--- src/rtl/uart_tx_arbiter.sv ---
// Round-robin arbiter sharing one uart_tx byte transmitter between NUM_REQ requesters.
// A granted requester keeps the link until its byte flagged last has been sent.
module uart_tx_arbiter #(
    parameter int unsigned NUM_REQ = 4
) (
    input  logic                   clk,
    input  logic                   rst,
    input  logic [NUM_REQ-1:0]     req_valid,
    input  logic [8*NUM_REQ-1:0]   req_data,
    input  logic [NUM_REQ-1:0]     req_last,
    output logic [NUM_REQ-1:0]     req_ack,
    output logic [NUM_REQ-1:0]     grant,
    output logic                   busy,
    output logic                   tx_en,
    output logic [7:0]             tx_data,
    input  logic                   tx_rdy
);

    localparam int unsigned PTR_W = (NUM_REQ > 1) ? $clog2(NUM_REQ) : 1;
    localparam logic [PTR_W:0] NUM_REQ_W = (PTR_W + 1)'(NUM_REQ);
    localparam logic [PTR_W-1:0] LAST_IDX = PTR_W'(NUM_REQ - 1);

    typedef enum logic [1:0] {
        IDLE,
        LOAD,
        WAIT_BUSY,
        WAIT_DONE
    } state_e;

    state_e             state_q, state_d;
    logic [NUM_REQ-1:0] grant_q, grant_d;
    logic [NUM_REQ-1:0] ack_q, ack_d;
    logic [7:0]         tx_data_q, tx_data_d;
    logic [PTR_W-1:0]   rr_ptr_q, rr_ptr_d;
    logic [PTR_W-1:0]   owner_q, owner_d;
    logic               locked_q, locked_d;

    logic [7:0]         req_byte [NUM_REQ];
    logic               win_found;
    logic [PTR_W-1:0]   win_idx;
    logic [PTR_W:0]     cand;

    for (genvar g = 0; g < NUM_REQ; g++) begin : g_byte
        assign req_byte[g] = req_data[8*g +: 8];
    end

    // Winner: the locked owner only, else first valid at or above rr_ptr with wrap.
    always_comb begin
        win_found = 1'b0;
        win_idx   = '0;
        cand      = '0;
        if (locked_q) begin
            win_found = req_valid[owner_q];
            win_idx   = owner_q;
        end else begin
            for (int unsigned i = 0; i < NUM_REQ; i++) begin
                cand = {1'b0, rr_ptr_q} + (PTR_W + 1)'(i);
                if (cand >= NUM_REQ_W) begin
                    cand = cand - NUM_REQ_W;
                end
                if (!win_found && req_valid[cand[PTR_W-1:0]]) begin
                    win_found = 1'b1;
                    win_idx   = cand[PTR_W-1:0];
                end
            end
        end
    end

    always_comb begin
        state_d   = state_q;
        grant_d   = grant_q;
        ack_d     = '0;
        tx_data_d = tx_data_q;
        rr_ptr_d  = rr_ptr_q;
        owner_d   = owner_q;
        locked_d  = locked_q;
        tx_en     = 1'b0;
        case (state_q)
            IDLE: begin
                // A transmitter still finishing a frame from before reset must drain first.
                if (tx_rdy && win_found) begin
                    tx_data_d = req_byte[win_idx];
                    ack_d     = NUM_REQ'(1) << win_idx;
                    grant_d   = NUM_REQ'(1) << win_idx;
                    owner_d   = win_idx;
                    state_d   = LOAD;
                    if (req_last[win_idx]) begin
                        locked_d = 1'b0;
                        rr_ptr_d = (win_idx == LAST_IDX) ? '0 : win_idx + PTR_W'(1);
                    end else begin
                        locked_d = 1'b1;
                    end
                end
            end
            LOAD: begin
                tx_en   = 1'b1;
                state_d = WAIT_BUSY;
            end
            WAIT_BUSY: begin
                tx_en = 1'b1;
                if (!tx_rdy) begin
                    state_d = WAIT_DONE;
                end
            end
            WAIT_DONE: begin
                // en falls in the same cycle rdy returns so uart_tx cannot restart.
                tx_en = ~tx_rdy;
                if (tx_rdy) begin
                    state_d = IDLE;
                    if (!locked_q) begin
                        grant_d = '0;
                    end
                end
            end
            default: begin
                state_d = IDLE;
            end
        endcase
    end

    always_ff @(posedge clk) begin
        if (rst) begin
            state_q   <= IDLE;
            grant_q   <= '0;
            ack_q     <= '0;
            tx_data_q <= '0;
            rr_ptr_q  <= '0;
            owner_q   <= '0;
            locked_q  <= 1'b0;
        end else begin
            state_q   <= state_d;
            grant_q   <= grant_d;
            ack_q     <= ack_d;
            tx_data_q <= tx_data_d;
            rr_ptr_q  <= rr_ptr_d;
            owner_q   <= owner_d;
            locked_q  <= locked_d;
        end
    end

    assign grant   = grant_q;
    assign req_ack = ack_q;
    assign tx_data = tx_data_q;
    assign busy    = (state_q != IDLE);

endmodule

--- config.mk ---
export PLATFORM = sky130hd
export DESIGN_NAME = uart_tx_arbiter
export DESIGN_NICKNAME = d
export VERILOG_FILES = /design/src/rtl/uart_tx_arbiter.sv
export SDC_FILE = /design/constraint.sdc
export NUM_CORES = 1
export LEC_CHECK = 0
export BUFFER_PORTS_ARGS = -buffer_cell sky130_fd_sc_hd__buf_4
export CAP_MARGIN = 20
export CELL_PAD_IN_SITES_DETAIL_PLACEMENT = 0
export CELL_PAD_IN_SITES_GLOBAL_PLACEMENT = 2
export CORE_MARGIN = 3
export CORE_UTILIZATION = 28
export CTS_BUF_LIST = sky130_fd_sc_hd__clkbuf_4 sky130_fd_sc_hd__clkbuf_8
export CTS_CLUSTER_DIAMETER = 60
export CTS_CLUSTER_SIZE = 10
export DETAILED_ROUTE_END_ITERATION = 10
export PLACE_DENSITY = 0.86
export SLEW_MARGIN = 10
export SYNTH_ARGS = -nofsm -noshare
export SYNTH_HDL_FRONTEND = slang
export SYNTH_SLANG_ARGS = --single-unit
--- constraint.sdc ---
create_clock -name clk -period 2.5 [get_ports clk]
set_input_delay 0 -clock clk [delete_from_list [all_inputs] [get_ports clk]]
set_output_delay 0 -clock clk [all_outputs]
set_load 0.05 [all_outputs]
Word-level counts from Yosys, hierarchy flattened
Index checks and enable logic that the tools add are counted.
W data, S select, Z words.
{"block": "totals", "ff_bits": 23, "latch_bits": 0, "mem_bits_rw": 0, "mem_bits_ro": 0, "inputBits": 43, "output_inout_bits": 18, "wordCells": 102, "memories": 0}
{"block": "classes", "add_sub_neg": 8, "multipliers": 0, "n_div": 0, "n_lt_le_gt_ge": 11, "n_eq_ne": 8, "shift": 1, "n_mux": 47, "bitwise_logic": 4, "reduce_logical": 16}
{"op": "$mux W2", "count": 17}
{"op": "$lt A2 B3 Y1 const B", "count": 6}
{"op": "$bmux W8 S2", "count": 1}
{"op": "$mux W8", "count": 2}
{"op": "$mux W1", "count": 15}
{"op": "$bmux W1 S2", "count": 6}
{"op": "$ge A3 B3 Y1 const B", "count": 4}
{"op": "$mux W4", "count": 3}
{"op": "$ne A2 B2 Y1 const B", "count": 4}
{"op": "$pmux W2 S4", "count": 1}
{"op": "$pmux W4 S2", "count": 1}
{"op": "$sub A2 B1 Y2 const B", "count": 4}
{"op": "$add A2 B2 Y3 const B", "count": 2}
{"op": "$eq A2 B2 Y1 const B", "count": 3}
{"op": "$reduce_and A3 Y1", "count": 2}
{"op": "$logic_and A1 B1 Y1", "count": 4}
{"op": "$reduce_and A4 Y1", "count": 1}
{"op": "$reduce_bool A2 Y1", "count": 2}
{"op": "$shl A1 B2 Y4 const A", "count": 1}
{"op": "$add A2 B1 Y3 const B", "count": 1}
{"op": "$ge A2 B3 Y1 const B", "count": 1}
{"op": "$logic_not A1 Y1", "count": 3}
{"op": "$not A1 Y1", "count": 3}
{"op": "$not A2 Y3", "count": 1}
{"op": "other kinds (7)", "count": 7}

Longest topological paths before layout
{"block": "logic_depth", "word_depth": 23, "mapped_depth": 10, "ltp_nobuf": 9}

Worst setup path before layout
No wires, ideal clock.
{"block": "synth_path", "path_type": "reg2reg", "startpoint": "reg locked_q", "endpoint": "reg grant_q[0] (netlist: grant[0])", "setup_ps": 132, "arrival_time_ps": 1744, "required_ps": 2368, "path_slack_ps": 623, "stages_incl_launch_ff": 11, "path_buffers": 2, "period_less_slack_ps": 1877, "cell_sequence": "dfxtp_1 buf_6 or3_4 a31oi_4 buf_4 inv_1 ha_1 inv_1 nor3_1 a21oi_1 nor2_1"}
{"block": "synth_between", "elab_chain_len": 4, "word_cells_on_any_way": 9, "cone_classes": "eq/ne (2); shift (1); mux (4); reduce/logical (2)"}
{"item": "start, declared", "line_no": "36", "text": "logic locked_q, locked_d;"}
{"item": "start signal, assigned", "line_no": "137", "text": "locked_q <= locked_d;"}
{"item": "$mux W2", "line_no": "52", "text": "if (locked_q) begin"}
{"item": "named net win_idx[1]", "line_no": "40", "text": "logic [PTR_W-1:0] win_idx;"}
{"item": "$shl A1 B2 Y4", "line_no": "84", "text": "grant_d = NUM_REQ'(1) << win_idx;"}
{"item": "$mux W4", "line_no": "81", "text": "if (tx_rdy && win_found) begin"}
{"item": "$pmux W4 S2", "line_no": "78", "text": "case (state_q)"}
{"item": "end signal, assigned", "line_no": "132", "text": "grant_q <= grant_d;"}
{"item": "end, declared", "line_no": "31", "text": "logic [NUM_REQ-1:0] grant_q, grant_d;"}
The timed path passes the listed nets, and every way through them passes these cells. The select of a mux whose other input is x is not followed.
A chain may end at the register's enable or synchronous reset.

Final worst setup path
{"block": "layout_path", "startpoint": "reg locked_q", "endpoint": "reg rr_ptr_q[1]"}
{"block": "layout_between", "elab_chain_len": 4, "word_cells_on_any_way": 9, "cone_classes": "add/sub (1); eq/ne (1); mux (5); reduce/logical (2)"}
{"item": "$mux W2", "line_no": "52"}
{"item": "$bmux W1 S2", "line_no": "87", "text": "if (req_last[win_idx]) begin"}
{"item": "$mux W1 (implied by the code)", "line_no": "87"}
{"item": "$reduce_and A3 Y1 (no source line)"}
{"item": "end signal, assigned", "line_no": "135", "text": "rr_ptr_q <= rr_ptr_d;"}
{"item": "end, declared", "line_no": "34", "text": "logic [PTR_W-1:0] rr_ptr_q, rr_ptr_d;"}
Parallel ways exist; a longest one is shown, timed or not. The select of a mux whose other input is x is not followed.

==> impl_metrics.py <==
metrics = {
    "sta": {
        "slew_violations": 0,
        "fmax_ghz": 0.456,
        "setup_violations": 0,
        "finClkSkew_ns": 0.00352,
        "fin_crit_sh_pct": 87.8,
        "tightest_slew_ns": 0.573,
        "fin_setup_tns_ns": 0,
        "min_period_ns": 2.20,
        "slew_headroom_pct": 61.5,
        "hold_viol": 0,
        "rsz0062_at_grt": "false",
    },
    "yosys": {
        "yosys.area_share.xor_xnor_pct": 0,
        "synth_warnings": 0,
        "synth-seq-cells": 23,
        "synth_top_area_share_pct": 31.3,
        "synthArstFlopShare_pct": 0,
        "synth_top_cells_by_area": "dfxtp_1 (31%), mux2i_1 (14%), ha_1 (6.0%)",
        "synth_top_family_by_area": "simple AND/OR/NAND/NOR gates",
        "synth_flop_cell": "dfxtp_1",
        "syn_inst": 155,
        "synth-compound-area-share_pct": 19.7,
        "syn_area_per_cell_um2": 9.48,
        "synth_most_common_cell": "dfxtp_1",
        "syn-num-nets": 205,
        "synth-edff-count": 0,
        "synth_area_um2": 1470,
        "synth.largest_area_cell": "dfxtp_1",
        "synthMuxAreaShare_pct": 16.3,
        "synth-simple-area-share_pct": 19.7,
        "synth_adder_area_share_pct": 5.96,
        "ys_seq_area_share_pct": 31.3,
        "synth_common_cells": "dfxtp_1 (23), mux2i_1 (20), nor2_1 (14)",
        "synth_cell_type_count": 37,
    },
    "pwr": {
        "pwr-share-seq_pct": 27.9,
        "internal-power_uw": 1010,
        "clockPowerShare_pct": 13.2,
        "p_switching_uw": 850,
        "combinationalPowerShare_pct": 58.9,
        "swShare_pct": 45.7,
        "p_per_area_nw_per_um2": 922,
        "peakVddDrop_v": 0.000389,
        "power.leakage_uw": 0.000847,
        "design_power_total_uw": 1860,
    },
    "finish": {
        "drive_gt1_share_pct": 40.1,
        "syn_to_final_growth_pct": 37.1,
        "finish.net_count": 263,
        "diodes": 0,
    },
    "drt": {
        "drc": 0,
        "via_per_inst": 4.68,
        "wl_per_cell_um": 13.1,
        "ant_nets": 0,
        "routed_wl_um": 3650,
        "dr.pass1.iters": 4,
        "drtIter0Drc": 33,
        "via_count": 1305,
    },
    "clock_tree": {
        "cts_buffer_depth": 2,
        "clkLatencyLatePin_ns": 0.26,
        "ctsHoldBuffers": 0,
        "cts_setup_buffers": 0,
        "root_buffer": "clkbuf_8",
        "path_clk_slew_ns": 0.08,
        "htree_num_levels": 1,
        "numClockSinks": 23,
        "ctsResizeCount": 0,
        "cts_tree": "yes",
        "cts_buffers": 3,
    },
    "global_route": {
        "overflow": 0,
        "antenna_found_initial": 0,
        "grt.total_usage_pct": 12.4,
        "grt_max_degree": 25,
        "grt_pass1_wl_um": 6160,
        "grt_pass1_vias": 1297,
    },
    "setup_path": {
        "arrival_ns": 2.39,
        "rrSetupSlack_ns": 0.30,
        "endpoint": "rr_ptr_q[1]",
        "timing.rr.end": "rr_ptr_q[1]",
        "critPathKind": "reg2reg",
        "critPathLaunchType": "flip-flop",
        "reg2reg_depth": 6,
        "r2r-start": "locked_q",
        "critPathCaptureType": "flip-flop",
        "cp_common_cell": "nand2b_1",
        "crit_start": "locked_q",
        "path_cells": "nand2b_1 -> a2111oi_2 -> a211oi_2 -> nand2b_1 -> o22ai_2 -> mux2i_1",
        "slowest_delay_ns": 0.57,
        "cp_data_required_time_ns": 2.70,
        "crit_fanout": 11,
        "cpMaxStageDelayCell": "dfxtp_1",
    },
    "die": {
        "pin_count": 61,
        "die_x_um": 78.5,
        "fp-row-count": 25,
        "start_util_pct": 29.9,
        "coreArea_um2": 4910,
        "die_h_um": 78.5,
        "fp.dieArea_um2": 6160,
    },
    "min_path": {
        "hp-class": "in2reg",
    },
    "placement": {
        "io_buffers": 60,
        "dp_hpwl_um": 2860,
        "gp_congestion": 0.842,
    },
    "job": {
        "drv_cap": 0,
    },
    "outcome": {
        "status": "complete, no violations",
    },
}
per-layer routing:
layer  part of all wire [%]  GRT usage, %  vias to the layer above
met5                      0             0                        -
met4                   0.38          2.97                        0
met3                    6.4          3.10                        2
met2                     46          20.0                       42
met1                     47          16.6                      593
li1                       -             -                      668
state kept, by name, summed over array words and instances, names as in the netlist:
| register | count |
|---|---|
| state_q | 2 |
| grant | 4 |
| rr_ptr_q | 2 |
| locked_q | 1 |
| req_ack | 4 |
| owner_q | 2 |
| tx_data | 8 |
critical path: cells and delay by family, from the launching register on:
kind	cells	cell delay, ns
AND/OR/NAND/NOR	2	0.60
flip-flops	1	0.57
multiplexers	1	0.20
AO/OA/AOI/OAI	3	0.75
area by class of cell:
cell class / instances / area (µm²)
repair buffers: 62 / 478
multi-input cells: 113 / 907
inverters: 10 / 37.5
flip-flops and latches: 23 / 460
clock buffers: 4 / 48.8
well taps: 67 / 83.8
fillers: 511 / 2900
power by group through the flow:
stage	clock network, µW	registers, µW	logic, µW
2_1_floorplan	0	680	682
3_3_place_gp	0	526	1110
3_5_place_dp	0	527	1110
4_1_cts	253	520	1110
5_1_grt	271	532	1190
6_report	244	519	1090
placed cells by master, fill, tap and decap left out, types with 2 or more instances in the layout:
cell type,synthesis,final
a2111oi_2,2,2
a211oi_1,2,2
a21oi_1,5,5
a21oi_2,8,8
buf_4,2,61
clkbuf_8,0,3
dfxtp_1,23,23
ha_1,7,7
inv_1,10,10
mux2i_1,20,20
nand2_1,11,11
nand2b_1,5,5
nor2_1,14,14
nor2b_1,4,4
nor3_1,9,9
o22a_1,8,8
per-stage QoR:
stage,util [%],instances,worst slack [ns],area (µm²),hold WS [ns]
floorplan,-,155,0.623,1470,0.0785
global placement,40.1,275,0.356,1970,0.379
detailed placement,40.1,275,0.260,1970,0.383
CTS,41.0,279,0.247,2020,0.106
global route,41.0,279,0.130,2020,0.118
finish,41.0,279,0.305,2020,0.109
cells by family after synthesis:
| kind of cell | count (synthesis) |
|---|---|
| AOI/OAI and AO/OA | 32 |
| adders and majority gates | 7 |
| muxes | 22 |
| and+or+nand+nor | 52 |
| DFF | 23 |
| buffers and inverters | 19 |
worst min path at each step:
stage	cells after the start	to	slack [ns]	startpoint
after global routing	2	tx_data[6]	0.12	rst
after floorplan	1	req_ack[3]	0.08	rst
final	3	req_ack[3]	0.11	tx_rdy
after global placement	2	state_q[1]	0.38	rst
after detailed placement	2	grant[2]	0.38	rst
after CTS	2	tx_data[6]	0.11	rst
(Power assumes the default switching activity.)
